<file path="src/rtl/uart_rx_cfg.sv">
// UART receiver with runtime-selectable parity and stop bits, configurable oversampling
// and 3-sample majority voting per bit. Good frames are reported with a one-cycle RX_Valid.
module uart_rx_cfg #(
   parameter int DATA_W      = 8,
   parameter int PRESCALE_W  = 6,
   parameter int SYNC_STAGES = 2
) (
   input  logic                  UART_CLK,
   input  logic                  RST,
   input  logic                  RX_IN,
   input  logic [PRESCALE_W-1:0] Prescale,
   input  logic                  PAR_EN,
   input  logic                  PAR_TYP,
   input  logic                  STOP2,
   output logic [DATA_W-1:0]     P_Data,
   output logic                  RX_Valid,
   output logic                  Par_Err,
   output logic                  Stp_Err,
   output logic                  Busy
);

   localparam int BIT_W = $clog2(DATA_W + 1);

   typedef enum logic [2:0] {IDLE, START, DATA, PARITY, STOP} state_t;

   state_t                  state, next_state;
   logic [SYNC_STAGES-1:0]  sync_ff;
   logic                    rx_s, rx_d;
   logic [PRESCALE_W-1:0]   p_lat, half, edge_cnt;
   logic [BIT_W-1:0]        bit_cnt;
   logic                    par_en_l, par_typ_l, stop2_l;
   logic                    samp0, samp1, maj;
   logic [DATA_W-1:0]       shift_reg;
   logic                    par_bad, stop_bad;
   logic                    start_edge, at_s0, at_s1, at_dec, at_end;
   logic                    last_data, last_stop, frame_done;

   assign rx_s       = sync_ff[SYNC_STAGES-1];
   assign start_edge = rx_d && !rx_s;
   assign half       = p_lat >> 1;
   assign at_s0      = (edge_cnt == half - PRESCALE_W'(1));
   assign at_s1      = (edge_cnt == half);
   assign at_dec     = (edge_cnt == half + PRESCALE_W'(1));
   assign at_end     = (edge_cnt == p_lat - PRESCALE_W'(1));
   assign maj        = (samp0 & samp1) | (samp0 & rx_s) | (samp1 & rx_s);
   assign last_data  = (bit_cnt == BIT_W'(DATA_W - 1));
   assign last_stop  = (bit_cnt == (stop2_l ? BIT_W'(1) : BIT_W'(0)));
   assign Busy       = (state != IDLE);

   always_ff @(posedge UART_CLK) begin
      if (RST) state <= IDLE;
      else     state <= next_state;
   end

   // Frame sequencing; a start bit whose majority reads high is treated as a glitch.
   always_comb begin
      next_state = state;
      frame_done = 1'b0;
      case (state)
         IDLE:    if (start_edge) next_state = START;
         START: begin
            if (at_dec && maj) next_state = IDLE;
            else if (at_end)   next_state = DATA;
         end
         DATA:    if (at_end && last_data) next_state = par_en_l ? PARITY : STOP;
         PARITY:  if (at_end) next_state = STOP;
         STOP: begin
            if (at_dec && last_stop) begin
               next_state = IDLE;
               frame_done = 1'b1;
            end
         end
         default: next_state = IDLE;
      endcase
   end

   always_ff @(posedge UART_CLK) begin
      if (RST) begin
         sync_ff   <= '1;
         rx_d      <= 1'b1;
         edge_cnt  <= '0;
         bit_cnt   <= '0;
         p_lat     <= PRESCALE_W'(4);
         par_en_l  <= 1'b0;
         par_typ_l <= 1'b0;
         stop2_l   <= 1'b0;
         samp0     <= 1'b0;
         samp1     <= 1'b0;
         shift_reg <= '0;
         par_bad   <= 1'b0;
         stop_bad  <= 1'b0;
         P_Data    <= '0;
         RX_Valid  <= 1'b0;
         Par_Err   <= 1'b0;
         Stp_Err   <= 1'b0;
      end else begin
         sync_ff  <= {sync_ff[SYNC_STAGES-2:0], RX_IN};
         rx_d     <= rx_s;
         RX_Valid <= 1'b0;
         Par_Err  <= 1'b0;
         Stp_Err  <= 1'b0;

         if (state == IDLE) begin
            edge_cnt <= '0;
            bit_cnt  <= '0;
            par_bad  <= 1'b0;
            stop_bad <= 1'b0;
            // Configuration is frozen for the whole frame at the start edge.
            if (start_edge) begin
               p_lat     <= (Prescale < PRESCALE_W'(4)) ? PRESCALE_W'(4) : Prescale;
               par_en_l  <= PAR_EN;
               par_typ_l <= PAR_TYP;
               stop2_l   <= STOP2;
            end
         end else begin
            edge_cnt <= at_end ? '0 : edge_cnt + PRESCALE_W'(1);
            if (at_s0) samp0 <= rx_s;
            if (at_s1) samp1 <= rx_s;
            if (at_end && state == DATA) bit_cnt <= last_data ? '0 : bit_cnt + BIT_W'(1);
            if (at_end && state == STOP) bit_cnt <= bit_cnt + BIT_W'(1);
            if (at_dec) begin
               case (state)
                  DATA:    shift_reg <= {maj, shift_reg[DATA_W-1:1]};
                  PARITY:  par_bad   <= (maj != (par_typ_l ? ~^shift_reg : ^shift_reg));
                  STOP:    if (!maj) stop_bad <= 1'b1;
                  default: ;
               endcase
            end
         end

         // The final stop bit's vote is folded in here since it is not yet in stop_bad.
         if (frame_done) begin
            if (!par_bad && !stop_bad && maj) begin
               RX_Valid <= 1'b1;
               P_Data   <= shift_reg;
            end else begin
               Par_Err <= par_bad;
               Stp_Err <= stop_bad | !maj;
            end
         end
      end
   end

endmodule

</file>
<file path="config.mk">
export PLATFORM = sky130hd
export DESIGN_NAME = uart_rx_cfg
export DESIGN_NICKNAME = d
export VERILOG_FILES = /design/src/rtl/uart_rx_cfg.sv
export SDC_FILE = /design/constraint.sdc
export NUM_CORES = 1
export LEC_CHECK = 0
export CORE_MARGIN = 8
export CORE_UTILIZATION = 52
export CTS_CLUSTER_SIZE = 28
export DETAILED_ROUTE_END_ITERATION = 6
export PLACE_DENSITY = 0.76
export SLEW_MARGIN = 20
export SYNTH_ARGS = -nofsm -noshare
export SYNTH_HDL_FRONTEND = slang
export SYNTH_SLANG_ARGS = --single-unit
</file>
<file path="constraint.sdc">
create_clock -name UART_CLK -period 2.05 [get_ports UART_CLK]
set_input_delay 0.205 -clock UART_CLK [delete_from_list [all_inputs] [get_ports UART_CLK]]
set_output_delay 0.205 -clock UART_CLK [all_outputs]
set_load 0.02 [all_outputs]
</file>
# After elaboration in Yosys (flattened, before gate mapping)
# Cells that the tools add are included.
# word_totals
register_bits	48
in_bits	12
output_inout_bits	12
word_cells	95
# op_classes
addsub	5
n_lt_le_gt_ge	1
eq_ne	16
n_mux	17
bitwise	9
reduce_logical	29
# ops
operator	n
$mux 3	7
$eq 6x6->1	3
$pmux 3 s5	1
$mux 4	3
$reduce_and 2->1	5
$logic_and 1x1->1	8
$ne 2x2->1 const B	4
$reduce_xnor 8->1	1
$reduce_xor 8->1	1
$add 5x1->6 const B	1
$add 6x1->6 const B	1
$eq 3x2->1 const B	2
$eq 6x5->1	1
$lt 6x3->1 const B	1
$mux 6	1
$reduce_and 3->1	2
$reduce_or 3->1	2
$sub 5x1->6 const B	1
$sub 6x1->6 const B	1
$mux 1	5
$reduce_and 5->1	1
$add 4x1->4 const B	1
$eq 4x1->1	1
$eq 4x3->1 const B	1
12 further kinds	22

# Depth between registers and ports, before layout
# Gate-level depths: netlist of the first run.
# logic_depth
word_depth	7
mapped_depth	10
depth_no_buf	8

# Least setup slack after synthesis of the first run
# Ideal clock, no wire load.
# synth_timing
path_type	register -> register
start	register p_lat[1]
end	register state[1]
setup_time_ns	0.121
t_arrival_ns	2.165
slack_ns	-0.237
path_stages_with_launch	9
path_buffers	0
period_less_slack_ns	2.287
cell_sequence	dfxtp_1 inv_1 ha_1 o21ba_1 a221oi_1 a41oi_1 o31ai_1 o211ai_2 mux2_4
# synth_via
elab_chain_cells	5
# synth_lines
element	line	source
from (decl)	29	logic [PRESCALE_W-1:0] p_lat, half, edge_cnt;
from (signal assigned)	110	p_lat <= (Prescale < PRESCALE_W'(4)) ? PRESCALE_W'(4) : Prescale;
$sub 6x1->6 / $add 5x1->6 (equally long branches)	44, 43	
$eq 6x6->1 (on tied branches)	44, 43	
$logic_and 1x1->1 (on tied branches)	65, 62, 68	
$ne 2x2->1 (no source line) (tied with other cells)	n/a	
$reduce_and 5->1 (no source line) / $pmux 3 s5 (equally long branches)	n/a	
to (signal assigned)	52	else state <= next_state;
to (decl)	26	state_t state, next_state;
# Several ways; a longest one is shown, not always the timed one.
# A chain may end at the register's enable or synchronous reset.

# Worst setup path in the final report of the first run
# Ends and elaborated chain as after synthesis.

==> results.cfg, run 1 <==
[status]
status = finished, violations left
violations = setup timing

[critical_path]
cp_data_arrival_time_ns = 2.28
critical_path_buf_inv_count = 1
end_kind = register
cp-start-kind = register
critPathRequiredTime_ns = 2.25
cp_top_family = compound AO/OA/AOI/OAI gates
crit_path_top_delay_cell = dfxtp_2
critical_path_class = register to register
critical_path.max_fanout = 6
crit_chain = inv_4 -> ha_4 -> o21ba_4 -> a221oi_4 -> a41oi_4 -> o31ai_4 -> o211ai_2 -> mux2_4
cpPeakStageDelay_ns = 0.36

[floorplan]
ioPinCount = 24
fp.coreArea_um2 = 4790
die_w_um = 86.8
num_rows = 25
die-area_um2 = 7540
initial_utilization_pct = 54.5
die_y_um = 86.8

[route]
wirelength_um = 6200
post_drt_wl_per_cell_um = 15.8
viasPerCell = 5.38
dr_total_vias = 2114
drtIter0Drc = 79
drc_errors = 0
ant_nets = 0
dr.pass1.iters = 4

[pwr]
irDropWorstVdd_mv = 0.491
sequentialPowerShare_pct = 53.2
p_leak_nw = 1.37
power_frac_comb_pct = 13.9
power_switching_w = 0.000480
swShare_pct = 26.3
fin_total_pwr_w = 0.00183
p_per_area_nw_per_um2 = 528
p_clk_share_pct = 32.9
p_int_w = 0.00135

[synth]
synth_edf_count = 0
synth_flop_cell = dfxtp_1
synthArstFlopShare_pct = 0
synth_warnings = 0
ys_seq_elements = 48
postSynthAreaPerCell_um2 = 9.48
syn_inst = 275
seq_area_frac_synth_pct = 36.9
synth_nets = 293
ys_types = 55
synth_area_um2 = 2610

[global_route]
grt_pass1_wl_um = 9340
antenna_found_initial = 0
overflow = 0
groute.usage.overall_pct = 15.7
grt_start_max_net_pins = 32
grt_pass1_vias = 2075

[clocking]
clockRootBuffer = clkbuf_8
clock_latency_ns = 0.31
numCtsBuffers = 5
clkSlewWorstSetupHoldPaths_ns = 0.09
numClockSinks = 48
cts_hold_buffers = 0
h-tree-depth = 2
cts.path.max_buffers = 2
cts_tree = yes

[timing]
setup_viol_count_final = 1
setup_slack_ns = -0.0341
hold_slack_ns = 0.420
worstMarginPinSlew_ns = 0.468
min_period_ns = 2.08
skew_ns = 0.00938
fin_crit_sh_pct = 102
relSlewSlack_pct = 68.7
finalMaxSlewViolations = 0
rsz0062_at_grt = yes
hold_viol_final = 0
fmax_ghz = 0.480

[placed_design]
port_buffers = 23
gp_congestion = 0.863
pre_cts_slack_ns = -0.0568
dp_hpwl_um = 4210

[layout]
final_nets = 343
diodes = 0
utilization_pct = 72.3
drive_gt1_share_pct = 31.6
area_growth_pct = 32.8

[run]
drv_cap = 0

[hold_path]
hold_path_class = register to register
==> power groups by stage <==
stage	registers (W)	logic [W]	clock network [W]
4_1_cts	0.000968	0.000218	0.000615
3_5_place_dp	0.000990	0.000213	0
2_1_floorplan	0.000981	0.000148	0
6_report	0.000973	0.000255	0.000602
3_3_place_gp	0.000989	0.000209	0
5_1_grt	0.000975	0.000273	0.000656
==> stage by stage <==
| stage | setup TNS, ns | instance area [µm²] | instances |
|---|---|---|---|
| final | -0.0341 | 3460 | 393 |
| after global routing | -0.329 | 3460 | 393 |
| after CTS | -0.105 | 3230 | 389 |
| after detailed placement | -0.429 | 3100 | 381 |
| after global placement | -0.0255 | 3100 | 381 |
| after floorplan | -0.0128 | 2660 | 275 |
==> synth_stat cells, types with 2 or more instances <==
library cell / n / area share, %
nor2_1: 46 / 6.6
mux2i_1: 24 / 9.2
nor3b_1: 5 / 1.4
nor4_1: 5 / 1.2
a21oi_1: 8 / 1.5
o22ai_1: 2 / 0.48
xor2_1: 13 / 4.4
nand3b_1: 3 / 0.86
dfxtp_1: 48 / 37
clkbuf_8: 3 / 1.6
xnor2_1: 20 / 6.7
nand3_1: 8 / 1.5
ha_1: 6 / 2.9
nand3_4: 2 / 1.3
or3_1: 2 / 0.48
inv_1: 5 / 0.72
nand2_1: 7 / 1.0
or2_2: 5 / 1.2
buf_2: 2 / 0.38
buf_6: 2 / 0.86
and2b_2: 3 / 1.0
and2_1: 2 / 0.48
nor4b_1: 3 / 1.0
nor3_1: 9 / 1.7
clkbuf_1: 6 / 0.86
buf_4: 3 / 0.86
xor2_2: 5 / 3.1
==> layout make-up <==
class | count | area (µm²)
clock buffers | 6 | 82.6
fillers | 330 | 1320
clock inverters | 2 | 15.0
flip-flops and latches | 48 | 968
well taps | 67 | 83.8
multi-input cells | 206 | 1760
repair buffers | 59 | 529
inverters | 5 | 21.3
==> cells by family (layout without fill, tap and decap cells) <==
family / count (synthesis) / after routing / synth area share (%)
xor+xnor: 38 / 38 / 14.2
flops: 48 / 48 / 36.9
buf+inv: 21 / 72 / 5.28
mux: 25 / 25 / 9.79
simple gates: 113 / 113 / 24.0
compound gates: 24 / 24 / 6.96
fa+ha+maj: 6 / 6 / 2.88
==> timing repair <==
| item | in CTS | in global routing |
|---|---|---|
| setup buffers | 0 | 4 |
| endpoints found under the setup margin | 15 | 32 |
| pin swaps | 1 | 6 |
| gates resized for setup | 7 | 30 |
==> cells in the final DEF, fill, tap and decap left out, types with 3 or more instances in the layout <==
master           synthesis  layout
mux2i_2                  0       3
dfxtp_2                  0       6
a21oi_1                  8       8
nand2_1                  7       7
inv_1                    5       3
ha_4                     0       4
nor4_1                   5       3
xor2_2                   5       7
nand3b_1                 3       3
xor2_1                  13      11
xnor2_1                 20      16
nor2_1                  46      46
buf_4                    3      33
mux2i_1                 24      21
dfxtp_1                 48      42
nor4_2                   1       3
nor3b_1                  5       5
nor3_1                   9       8
or2_2                    5       5
and2b_2                  3       3
nand3_1                  8       6
clkdlybuf4s50_1          0      23
clkbuf_8                 3       6
==> per-layer routing <==
metal / vias up / share of wire, % / GRT usage (%)
li1: 1036 / - / -
met1: 1015 / 44 / 18.5
met2: 46 / 50 / 26.6
met3: 17 / 3.2 / 2.93
met4: 0 / 2.6 / 7.51
met5: - / 0 / 0
==> final timing paths <==
path,from,to,slack [ns],cells past startpoint
worst min register to register,sync_ff[0]$_SDFF_PP1_,sync_ff[1]$_SDFF_PP1_,0.42,1
worst max-delay path,p_lat[1]$_SDFFE_PP0P_,state[1]$_SDFFE_PP0P_,-0.03,8
worst min-delay path,sync_ff[0]$_SDFF_PP1_,sync_ff[1]$_SDFF_PP1_,0.42,1
worst max register to register,p_lat[1]$_SDFFE_PP0P_,state[1]$_SDFFE_PP0P_,-0.03,8
No activity file was read; power rests on OpenSTA's default activity.
==> run 2, diff against run 1 <==
- CORE_ASPECT_RATIO: default -> 0.8
==> results.cfg, run 2 (same netlist as run 1, synthesis figures left out) <==
[layout]
multi_input_area_um2 = 1710
mostFrequentLayoutCell = nor2_1
most-common-layout-cells = 45 x nor2_1, 41 x dfxtp_1, 31 x buf_4
area_growth_pct = 28.9
regArea_um2 = 972
drive_gt1_share_pct = 30.7
diodes = 0
fill_cells = 360
final_nets = 340
fin_cells = 385

[critical_path]
ff2ff_path_depth = 8
critical_path.max_fanout = 4
cp_data_arrival_time_ns = 2.31
r2r-start = p_lat[1]$_SDFFE_PP0P_
end_kind = register
critical_path_class = register to register
critPathRequiredTime_ns = 2.25
cp-start-kind = register
r2r_slack_ns = -0.06
r2r_end = state[1]$_SDFFE_PP0P_

[floorplan]
initial_utilization_pct = 53.0
die_w_um = 95.2
die-area_um2 = 7550
die_y_um = 79.3
ioPinCount = 24
num_rows = 23
fp.coreArea_um2 = 4920

[pwr]
p_per_area_nw_per_um2 = 543
irDropWorstVdd_mv = 0.476
p_leak_nw = 1.34

[timing]
hold_slack_ns = 0.426
setup_slack_ns = -0.0577
rsz0062_at_grt = yes
worstMarginPinSlew_ns = 0.530
skew_ns = 0.00502
hold_viol_final = 0
setup_viol_count_final = 4
fin_crit_sh_pct = 103
relSlewSlack_pct = 64.7
finalMaxSlewViolations = 0
setup_tns_ns = -0.186
min_period_ns = 2.11
fmax_ghz = 0.474

[route]
wl_met3_um = 349
wl_met2_um = 2860
viasPerCell = 5.36
dr_total_vias = 2065
ant_nets = 0
wl_met1_um = 2800
dr.pass1.iters = 4
top_layer_used = met4
drc_errors = 0
drtIter0Drc = 147
wirelength_um = 6140
post_drt_wl_per_cell_um = 15.9

[status]
status = finished, violations left
violations = setup timing

[clocking]
h-tree-depth = 2
clockRootBuffer = clkbuf_8
numCtsBuffers = 5
clkSlewWorstSetupHoldPaths_ns = 0.09
cts_hold_buffers = 0
clock_latency_ns = 0.31
numClockSinks = 48
cts_tree = yes
cts.path.max_buffers = 2

[placed_design]
dp.cells = 371
port_buffers = 23
gp_congestion = 0.874
pre_cts_slack_ns = -0.160
dp_hpwl_um = 4140

[hold_path]
min_delay_worst_endpoint = sync_ff[1]$_SDFF_PP1_
hold_depth = 1
min_from = sync_ff[0]$_SDFF_PP1_
hold_path_class = register to register

[global_route]
groute.usage.overall_pct = 16.4
antenna_found_initial = 0
overflow = 0
grt_pass1_vias = 2003
grt_start_max_net_pins = 32
grt_pass1_wl_um = 9740

[run]
drv_cap = 0
## run 2: worst max-delay path by stage
stage                     startpoint                 endpoint  slack, ns  depth (start not counted)
5_1_grt        p_lat[1]$_SDFFE_PP0P_  bit_cnt[1]$_SDFFE_PP0P_      -0.15                         10
2_1_floorplan  p_lat[2]$_SDFFE_PP1P_    state[1]$_SDFFE_PP0P_      -0.01                          9
3_5_place_dp   p_lat[1]$_SDFFE_PP0P_    state[1]$_SDFFE_PP0P_      -0.16                          8
6_report       p_lat[1]$_SDFFE_PP0P_    state[1]$_SDFFE_PP0P_      -0.06                          8
3_3_place_gp   p_lat[1]$_SDFFE_PP0P_    state[1]$_SDFFE_PP0P_      -0.03                          8
4_1_cts        p_lat[1]$_SDFFE_PP0P_    state[1]$_SDFFE_PP0P_      -0.04                          8
## run 2: through the flow
| stage | instance area [µm²] | power [W] | utilization (%) |
|---|---|---|---|
| floorplan | 2660 | 0.00113 | - |
| CTS | 3240 | 0.00181 | 65.8 |
| detailed placement | 3060 | 0.00120 | 62.1 |
| global placement | 3060 | 0.00119 | 62.1 |
| finish | 3360 | 0.00183 | 68.3 |
| global route | 3360 | 0.00190 | 68.3 |
## run 2: where the power goes
group	leakage [nW]	switching [W]	internal [W]
Combinational	0.897	0.000126	0.000121
Clock	0.0516	0.000332	0.000276
Sequential	0.391	0.0000243	0.000946
## run 2: timing repair
item,in CTS,in global routing
gates resized for setup,14,20
endpoints found under the setup margin,16,34
cloned,0,1
buffers inserted,4,1
pin swaps,5,8
## run 2: final cells by class
cell class	count	area share (%)
clock inverters	2	0.409
well taps	62	2.31
clock buffers	6	2.46
flip-flops and latches	48	28.9
multi-input cells	207	50.8
inverters	5	0.707
repair buffers	55	14.4
## run 2: worst max-delay path, cell delays in order (launching register included)
cell	delay (ns)
dfxtp_4	0.39
inv_6	0.05
ha_2	0.34
xnor2_2	0.12
and2b_2	0.20
nand4_4	0.15
o31ai_4	0.27
o211ai_2	0.17
mux2_4	0.32
## run 2: routing by layer
| layer | global-route usage, % | up-vias |
|---|---|---|
| met5 | 0 | - |
| met4 | 7.15 | 0 |
| met3 | 2.73 | 11 |
| met2 | 24.4 | 61 |
| met1 | 22.7 | 956 |
| li1 | - | 1037 |
==> run 3, diff against run 2 <==
- CORE_UTILIZATION: 52 -> 61
- PLACE_DENSITY: 0.76 -> 0.84
- SETUP_SLACK_MARGIN: default -> 0.2
- clock period: 2.05 -> 2.71 ns (I/O delays scaled with it)
==> results.cfg, run 3 (same netlist as run 1, synthesis figures left out) <==
[route]
dr.pass1.iters = 4
drc_errors = 0
ant_nets = 0
wirelength_um = 5200
dr_total_vias = 1944
post_drt_wl_per_cell_um = 14.7
viasPerCell = 5.51
drtIter0Drc = 93

[critical_path]
critical_path.max_fanout = 6
end_kind = register
cp_data_arrival_time_ns = 2.64
critical_path_class = register to register
critPathRequiredTime_ns = 2.90
cp-start-kind = register

[timing]
finalMaxSlewViolations = 0
skew_ns = 0.00724
setup_tns_ns = 0
setup_viol_count_final = 0
relSlewSlack_pct = 52.8
rsz0062_at_grt = yes
fmax_ghz = 0.408
min_period_ns = 2.45
fin_crit_sh_pct = 90.5
hold_viol_final = 0
worstMarginPinSlew_ns = 0.707

[layout]
drive_gt1_share_pct = 13.9
fill_cells = 354
mostFrequentLayoutCell = dfxtp_1
final_nets = 313
fin_cells = 353
diodes = 0
area_growth_pct = 13.9
most-common-layout-cells = 48 x dfxtp_1, 46 x nor2_1, 24 x mux2i_1

[clocking]
cts.path.max_buffers = 2
numClockSinks = 48
clockRootBuffer = clkbuf_8
cts_tree = yes
h-tree-depth = 2
cts_hold_buffers = 0
clkSlewWorstSetupHoldPaths_ns = 0.09
numCtsBuffers = 5
clock_latency_ns = 0.30

[global_route]
overflow = 0
antenna_found_initial = 0
grt_pass1_vias = 1879
grt_pass1_wl_um = 8750
groute.usage.overall_pct = 16.8
grt_start_max_net_pins = 25

[run]
drv_cap = 0

[status]
status = complete, no violations

[floorplan]
ioPinCount = 24
initial_utilization_pct = 62.8
die_w_um = 89.1
num_rows = 21
die_y_um = 74.5
fp.coreArea_um2 = 4150
die-area_um2 = 6640

[placed_design]
dp.cells = 345
port_buffers = 23
dp_hpwl_um = 3930
gp_congestion = 0.896

[pwr]
irDropWorstVdd_mv = 0.483
p_per_area_nw_per_um2 = 476
p_leak_nw = 1.19

[hold_path]
hold_path_class = register to register
run 3: final timing paths:
path	start	end	slack, ns	cells after the start
min	sync_ff[0]$_SDFF_PP1_	sync_ff[1]$_SDFF_PP1_	0.42	1
max reg2reg	p_lat[1]$_SDFFE_PP0P_	state[1]$_SDFFE_PP0P_	0.26	8
max	p_lat[1]$_SDFFE_PP0P_	state[1]$_SDFFE_PP0P_	0.26	8
min reg2reg	sync_ff[0]$_SDFF_PP1_	sync_ff[1]$_SDFF_PP1_	0.42	1
run 3: per-layer routing:
layer  vias to the layer above  track usage (%)  wire (µm)
met2                        43             26.1       2400
met5                         -                0          0
met3                         9             4.19        253
met1                       911             22.3       2480
met4                         0             5.15         62
li1                        981                -          -
run 3: timing repair:
action | CTS | global route
endpoints found under the setup margin | 0 | 12
hold endpoints to repair | 0 | 0
resized for setup | 0 | 4
setup buffers | 0 | 0
run 3: critical path, stage by stage (launching register included):
cell      delay [ns]
dfxtp_1         0.49
inv_1           0.13
ha_1            0.26
o21ba_1         0.18
a221oi_1        0.33
a41oi_2         0.13
o31ai_2         0.36
o211ai_2        0.16
mux2_4          0.31
run 3: area by class of cell:
cell class | instances | area, µm² | share of cell area [%]
multi-input cells | 206 | 1520 | 51.3
clock buffers | 6 | 82.6 | 2.78
flip-flops and latches | 48 | 961 | 32.4
well taps | 57 | 71.3 | 2.40
inverters | 5 | 18.8 | 0.632
clock inverters | 2 | 38.8 | 1.31
repair buffers | 29 | 275 | 9.27
run 3: report_power, final:
group          switching [W]  internal (W)  total (W)
clock               0.000238      0.000302   0.000540
sequential         0.0000180      0.000716   0.000734
combinational      0.0000737     0.0000662   0.000140
total               0.000329       0.00108    0.00141
run 3: through the flow:
step | area [µm²] | util [%] | hold slack (ns) | total power, W | setup slack [ns]
2_1_floorplan | 2610 | - | 0.375 | 0.000846 | 0.423
4_1_cts | 2960 | 71.2 | 0.424 | 0.00142 | 0.211
5_1_grt | 2970 | 71.5 | 0.443 | 0.00146 | 0.0759
6_report | 2970 | 71.5 | 0.421 | 0.00141 | 0.257
3_5_place_dp | 2840 | 68.3 | 0.400 | 0.000886 | 0.233
3_3_place_gp | 2840 | 68.3 | 0.392 | 0.000883 | 0.305
